File: src/rtl/dff_reg_arbiter.sv
// dff_reg_arbiter: WIDTH-bit flip-flop register shared by two requesters under
// a round-robin arbiter. Each granted cycle performs one read (the old value)
// and, optionally, a write.
// Optional build macro: ARB_LOCK_EN lets the granted port keep the grant for up
// to MAX_LOCK consecutive cycles by holding lockx together with reqx.
module dff_reg_arbiter #(
    parameter int unsigned       WIDTH     = 8,
    parameter logic [WIDTH-1:0]  RESET_VAL = '0,
    parameter int unsigned       MAX_LOCK  = 4
) (
    input  logic             clk,
    input  logic             rst_n,
    input  logic             req0,
    input  logic             req1,
    input  logic             we0,
    input  logic             we1,
    input  logic [WIDTH-1:0] wdata0,
    input  logic [WIDTH-1:0] wdata1,
    input  logic             lock0,
    input  logic             lock1,
    output logic             gnt0,
    output logic             gnt1,
    output logic             rvalid0,
    output logic             rvalid1,
    output logic [WIDTH-1:0] rdata,
    output logic [WIDTH-1:0] q,
    output logic             busy
);

    typedef enum logic [1:0] {
        IDLE   = 2'd0,
        GRANT0 = 2'd1,
        GRANT1 = 2'd2
    } state_e;

    state_e           state_q, state_d;
    logic [WIDTH-1:0] q_q, q_d;
    logic [WIDTH-1:0] rdata_q, rdata_d;
    logic             rvalid0_q, rvalid0_d;
    logic             rvalid1_q, rvalid1_d;
    logic             last_q, last_d;

    // Lock holds: the granted port keeps the grant while locking, unless its
    // run has expired and the other port is waiting.
    logic             hold0_c;
    logic             hold1_c;

`ifdef ARB_LOCK_EN
    localparam int unsigned CNT_W = $clog2(MAX_LOCK) + 1;

    logic [CNT_W-1:0] cnt_q, cnt_d;
    logic             lock_expired_c;

    assign lock_expired_c = (cnt_q >= CNT_W'(MAX_LOCK - 1));
    assign hold0_c        = req0 & lock0 & ~(lock_expired_c & req1);
    assign hold1_c        = req1 & lock1 & ~(lock_expired_c & req0);

    // Count consecutive cycles in the same grant state; restart on expiry.
    always_comb begin
        cnt_d = '0;
        if ((state_d == state_q) && (state_q != IDLE)) begin
            cnt_d = lock_expired_c ? '0 : cnt_q + CNT_W'(1);
        end
    end

    // Lock run counter register.
    always_ff @(posedge clk) begin
        if (!rst_n) begin
            cnt_q <= '0;
        end else begin
            cnt_q <= cnt_d;
        end
    end
`else
    logic unused_lock;

    assign hold0_c     = 1'b0;
    assign hold1_c     = 1'b0;
    assign unused_lock = ^{lock0, lock1, 32'(MAX_LOCK)};
`endif

    // State and datapath registers.
    always_ff @(posedge clk) begin
        if (!rst_n) begin
            state_q   <= IDLE;
            q_q       <= RESET_VAL;
            rdata_q   <= '0;
            rvalid0_q <= 1'b0;
            rvalid1_q <= 1'b0;
            last_q    <= 1'b1;
        end else begin
            state_q   <= state_d;
            q_q       <= q_d;
            rdata_q   <= rdata_d;
            rvalid0_q <= rvalid0_d;
            rvalid1_q <= rvalid1_d;
            last_q    <= last_d;
        end
    end

    // Next-state: round-robin on ties, the other port preferred after a grant.
    always_comb begin
        state_d = state_q;
        case (state_q)
            IDLE: begin
                if (req0 && req1) begin
                    state_d = last_q ? GRANT0 : GRANT1;
                end else if (req0) begin
                    state_d = GRANT0;
                end else if (req1) begin
                    state_d = GRANT1;
                end
            end
            GRANT0: begin
                if (hold0_c) begin
                    state_d = GRANT0;
                end else if (req1) begin
                    state_d = GRANT1;
                end else if (req0) begin
                    state_d = GRANT0;
                end else begin
                    state_d = IDLE;
                end
            end
            GRANT1: begin
                if (hold1_c) begin
                    state_d = GRANT1;
                end else if (req0) begin
                    state_d = GRANT0;
                end else if (req1) begin
                    state_d = GRANT1;
                end else begin
                    state_d = IDLE;
                end
            end
            default: state_d = IDLE;
        endcase
    end

    // Access: read old value, optional write, only if the grantee still requests.
    always_comb begin
        q_d       = q_q;
        rdata_d   = rdata_q;
        rvalid0_d = 1'b0;
        rvalid1_d = 1'b0;
        last_d    = last_q;
        if ((state_q == GRANT0) && req0) begin
            rdata_d   = q_q;
            rvalid0_d = 1'b1;
            last_d    = 1'b0;
            if (we0) begin
                q_d = wdata0;
            end
        end else if ((state_q == GRANT1) && req1) begin
            rdata_d   = q_q;
            rvalid1_d = 1'b1;
            last_d    = 1'b1;
            if (we1) begin
                q_d = wdata1;
            end
        end
    end

    assign gnt0    = (state_q == GRANT0);
    assign gnt1    = (state_q == GRANT1);
    assign busy    = (state_q != IDLE);
    assign rvalid0 = rvalid0_q;
    assign rvalid1 = rvalid1_q;
    assign rdata   = rdata_q;
    assign q       = q_q;

endmodule

File: config.mk
export PLATFORM = sky130hd
export DESIGN_NAME = dff_reg_arbiter
export DESIGN_NICKNAME = d
export VERILOG_FILES = /design/src/rtl/dff_reg_arbiter.sv
export SDC_FILE = /design/constraint.sdc
export NUM_CORES = 1
export LEC_CHECK = 0
export CAP_MARGIN = 15
export CORE_AREA = 2 2 56 58
export CTS_CLUSTER_DIAMETER = 120
export DETAILED_ROUTE_END_ITERATION = 6
export DIE_AREA = 0 0 58 60
export GPL_ROUTABILITY_DRIVEN = 0
export GPL_TIMING_DRIVEN = 0
export PLACE_DENSITY = 0.72
export SLEW_MARGIN = 20
export SYNTH_ARGS = -nofsm -noshare
export SYNTH_HDL_FRONTEND = slang
export SYNTH_SLANG_ARGS = --single-unit
export TNS_END_PERCENT = 1
File: constraint.sdc
create_clock -name clk -period 1.2 [get_ports clk]
set_clock_uncertainty 0.15 [all_clocks]
set_input_delay 0.24 -clock clk [delete_from_list [all_inputs] [get_ports clk]]
set_output_delay 0.24 -clock clk [all_outputs]
set_load 0.02 [all_outputs]
Word level (Yosys, flattened, before mapping)
Index checks and enable logic that the tools add are counted.

Equality and inequality tests: 4. Mux-type cells: 19. Bitwise gates (word level): 1. Reduce and logical (&&, ||, !) cells: 9.

Operators by type and width (number): $mux 8 (6); $mux 2 (7); $pmux 2 s3 (1); $reduce_bool 2->1 (3); $mux 1 (5); $ne 4x4->1 const B (1); $logic_and 1x1->1 (3); $reduce_and 3->1 (1); $eq 2x1->1 const B (1); $eq 2x2->1 const B (1); $logic_not 2->1 (1); $ne 2x2->1 const B (1); $reduce_or 2->1 (1); $not 1->1 (1).

Register bits after elaboration: 21. Output and inout port bits: 21. Word-level logic and storage cells: 39.

Depth between registers and ports, before layout
Word-level depth: 4. Mapped depth: 6. Mapped depth without buffers: 3.

Least setup slack after synthesis
Ideal clock, no wire load.

Kind: reg2reg. Start point: register state_q[0]. End point: register rdata_q[6] (netlist: rdata[6]). Library setup time: 118 ps. Arrival: 1080 ps. Path slack: -149 ps. Stages on the path, launching flop included: 7. Path buffers: 3. Clock period less this slack: 1349 ps. Path through: dfxtp_1 -> buf_4 -> and3b_1 -> buf_4 -> buf_4 -> o21ai_1 -> a21boi_1.

Cells in the longest elaborated chain, start to end: 3. Elaborated cells between the ends (all ways): 6. Those cells by class: eq/ne: 2; mux: 1; reduce/logical: 3.

Ends and longest elaborated chain: from (decl) (RTL line 36) `state_e state_q, state_d;`; from (signal assigned) (RTL line 92) `state_q <= state_d;`; $eq 2x1->1 / $eq 2x2->1 (equally long branches) (RTL line 147, 154); $logic_and 1x1->1 (on tied branches) (RTL line 147, 154); $mux 8 / $reduce_bool 2->1 (equally long branches); to (signal assigned) (RTL line 94) `rdata_q <= rdata_d;`; to (decl) (RTL line 38) `logic [WIDTH-1:0] rdata_q, rdata_d;`.

Parallel ways exist; a longest one is shown, timed or not. A chain may end at the register's enable or synchronous reset.

Worst setup path in the final report
Start point: register state_q[0]. End point: output busy.

Cells in the longest elaborated chain, start to end: 1.

Ends and longest elaborated chain: $reduce_bool 2->1 (RTL line 166) `assign busy = (state_q != IDLE);`; to (decl) (RTL line 27) `output logic busy`.

No other way between the ends.

==> results.sh <==
export IMPL_antenna_cells=0
export IMPL_io_buffers=42
export IMPL_clk_pin_slew_ns=0.12
export IMPL_worst_pin_slew_ns=0.415
export IMPL_drt_first_iter_violations=11
export IMPL_rsz0062_at_grt="true"
export IMPL_start_util_pct=34.6
export IMPL_cts_tree="built"
export IMPL_p_per_area_nw_per_um2=893
export IMPL_clkPwrFrac_pct=24.5
export IMPL_syn_inst=108
export IMPL_finalHoldViolations=0
export IMPL_n_fill_cell=264
export IMPL_nets=183
export IMPL_hp_class="in2reg"
export IMPL_vias=986
export IMPL_synth_cell_types=24
export IMPL_leakage_nw=0.670
export IMPL_slew_headroom_pct=72.3
export IMPL_yosys_area_top_type="dfxtp_1"
export IMPL_cp_arrival_ns=1.14
export IMPL_ys_flop_type="dfxtp_1"
export IMPL_synthTopCellsByArea="dfxtp_1 (42%), a31oi_2 (10%), nand2_1 (6.4%), o31ai_1 (6.0%), a21boi_0 (5.2%)"
export IMPL_wirelength_um=2510
export IMPL_core_area_um2=2900
export IMPL_yosysSeqAreaShare_pct=41.9
export IMPL_grt_overflow=0
export IMPL_first_global_vias=920
export IMPL_swShare_pct=27.1
export IMPL_cap_violations=0
export IMPL_antenna_found_initial=0
export IMPL_syn_area_per_cell_um2=9.29
export IMPL_outcome="finished with violations"
export IMPL_finalCritPeriodShare_pct=128
export IMPL_yosys_top_cells_count="dfxtp_1 (21), nand2_1 (17), nand3_1 (9)"
export IMPL_cts_sinks=21
export IMPL_syn_num_nets=132
export IMPL_track_usage_pct=14.4
export IMPL_violations="setup timing"
export IMPL_critPathLaunchType="register"
export IMPL_worstRegToRegCells=6
export IMPL_wl_per_cell_um=13.1
export IMPL_final_layout_size_suffix_gt1_share_pct=44.3
export IMPL_io_pins=45
export IMPL_drc=0
export IMPL_rr_startpoint="state_q[0]"
export IMPL_antenna_left=0
export IMPL_cts_root_buf="clkbuf_4"
export IMPL_holdBufCountCts=0
export IMPL_clock_fmax_mhz=652
export IMPL_p_seq_share_pct=52.7
export IMPL_net_switching_power_w=0.000384
export IMPL_areaGrowthSynthToFinish_pct=58.4
export IMPL_cts_buffers=3
export IMPL_critPathLaunch="state_q[0]"
export IMPL_die_y_um=60
export IMPL_fp_dieW_um=58
export IMPL_finish_utilization_pct=54.7
export IMPL_intPower_w=0.00104
export IMPL_ys_warn_count=0
export IMPL_synth_most_common_cell="dfxtp_1"
export IMPL_cp_required_ns=0.81
export IMPL_end_kind="primary output"
export IMPL_grt_pass1_wl_um=3850
export IMPL_ir_worst_vdd_mv=0.464
export IMPL_async_flop_share_pct=0
export IMPL_clk_latency_ns=0.31
export IMPL_cpMostUsedCell="buf_6"
export IMPL_ctsHtreeMaxLevel=1
export IMPL_ctsLongestPathBuffers=2
export IMPL_rows=20
export IMPL_setup_slack_ns=-0.335
export IMPL_tns_ns=-5.73
export IMPL_synth_edf_count=0
export IMPL_reg2reg_slack_ns=-0.32
export IMPL_synth_top_area_share_pct=41.9
export IMPL_synth_seq_cells=21
export IMPL_regToRegEndpoint="q[6]"
export IMPL_setup_violations=21
export IMPL_p_comb_share_pct=22.8
export IMPL_place_hpwl_um=1850
export IMPL_crit_path_max_fanout=8
export IMPL_power_w=0.00142
export IMPL_syn_area_um2=1000
export IMPL_grt_max_degree=13
export IMPL_crit_type="reg2out"
export IMPL_crit_path_top_delay_cell="dfxtp_2"
export IMPL_slew_viol_final=0
export IMPL_die_area_um2=3480
export IMPL_first_pass_iters=4
export IMPL_cp_cell_sequence="buf_6 > or2_4 > buf_6"
export IMPL_min_period_ns=1.53
export IMPL_vias_per_cell=5.16
export IMPL_slowest_delay_ns=0.35
export IMPL_cp_endpoint="busy"
## per-layer routing
| layer | track usage (%) | vias to the layer above | wire [um] |
|---|---|---|---|
| met3 | 3.03 | 6 | 135 |
| li1 | - | 486 | - |
| met2 | 26.6 | 35 | 1240 |
| met1 | 16.0 | 459 | 1090 |
| met4 | 5.65 | 0 | 41 |
| met5 | 0 | - | 0 |
## sequential cells by signal (all words and copies together) (netlist names)
| name | cells |
|---|---|
| q | 8 |
| rvalid1 | 1 |
| rdata | 8 |
| state_q | 2 |
| last_q | 1 |
| rvalid0 | 1 |
## placed cells by master, fill, tap and decap left out, types with 3 or more instances in the layout
master,count
buf_6,23
clkdlybuf4s50_1,20
dfxtp_2,18
nand2_1,17
buf_4,10
nand3_1,9
o31ai_1,8
a31oi_2,8
a21boi_1,4
o21ai_1,4
a21boi_0,4
nor2b_1,3
o21ai_0,3
and3_1,3
clkbuf_4,3
dfxtp_1,3
## kinds of logic (layout without fill, tap and decap cells)
| logic type | Yosys count | after routing | synth area share (%) |
|---|---|---|---|
| and+or+nand+nor | 42 | 42 | 22.4 |
| DFF | 21 | 21 | 41.9 |
| AOI/OAI and AO/OA | 34 | 34 | 27.2 |
| buffers and inverters | 11 | 61 | 8.48 |
## power groups by stage
stage | Clock, W | Combinational, W | Sequential, W
finish | 0.000347 | 0.000324 | 0.000749
global route | 0.000383 | 0.000345 | 0.000752
CTS | 0.000355 | 0.000313 | 0.000747
detailed placement | 0 | 0.000295 | 0.000756
global placement | 0 | 0.000290 | 0.000755
floorplan | 0 | 0.000130 | 0.000774
## final cells by class
class | count | area [um2] | area share, %
tap | 33 | 41.3 | 2.60
clock buffer | 3 | 22.5 | 1.42
buffer | 11 | 105 | 6.61
timing repair buffer | 46 | 460 | 29.0
multi-input combinational | 76 | 512 | 32.2
clock inverter | 1 | 5.00 | 0.315
sequential | 21 | 443 | 27.9
## per-stage QoR
stage          cells  setup WS, ns  hold slack [ns]  area, um2
3_5_place_dp     183        -0.648            0.324       1470
2_1_floorplan    108        -0.127            0.236       1010
5_1_grt          191        -0.376            0.265       1590
3_3_place_gp     183        -0.621            0.307       1470
4_1_cts          191        -0.338            0.240       1530
6_report         191        -0.335            0.262       1590
## worst min-delay path by stage
stage                         from  cells after the start    endpoint
after CTS                     req1                      2  state_q[1]
final                         req1                      2  state_q[1]
after global placement    rdata[6]                      2    rdata[6]
after global routing          req1                      2     rvalid1
after detailed placement  rdata[6]                      2    rdata[6]
after floorplan               req1                      1  state_q[1]
## timing repair
item	in CTS	in global routing
pin swaps	3	4
gates cloned	0	0
resized for setup	134	23
setup buffers	4	0
endpoints found under the setup margin	39	40
## critical path: cells and delay by family (launching register included)
kind                   cells  cell delay [ns]
flip-flops                 1             0.35
buffers and inverters      2             0.25
AND/OR/NAND/NOR            1             0.24
Power figures use the tool's default switching activity.
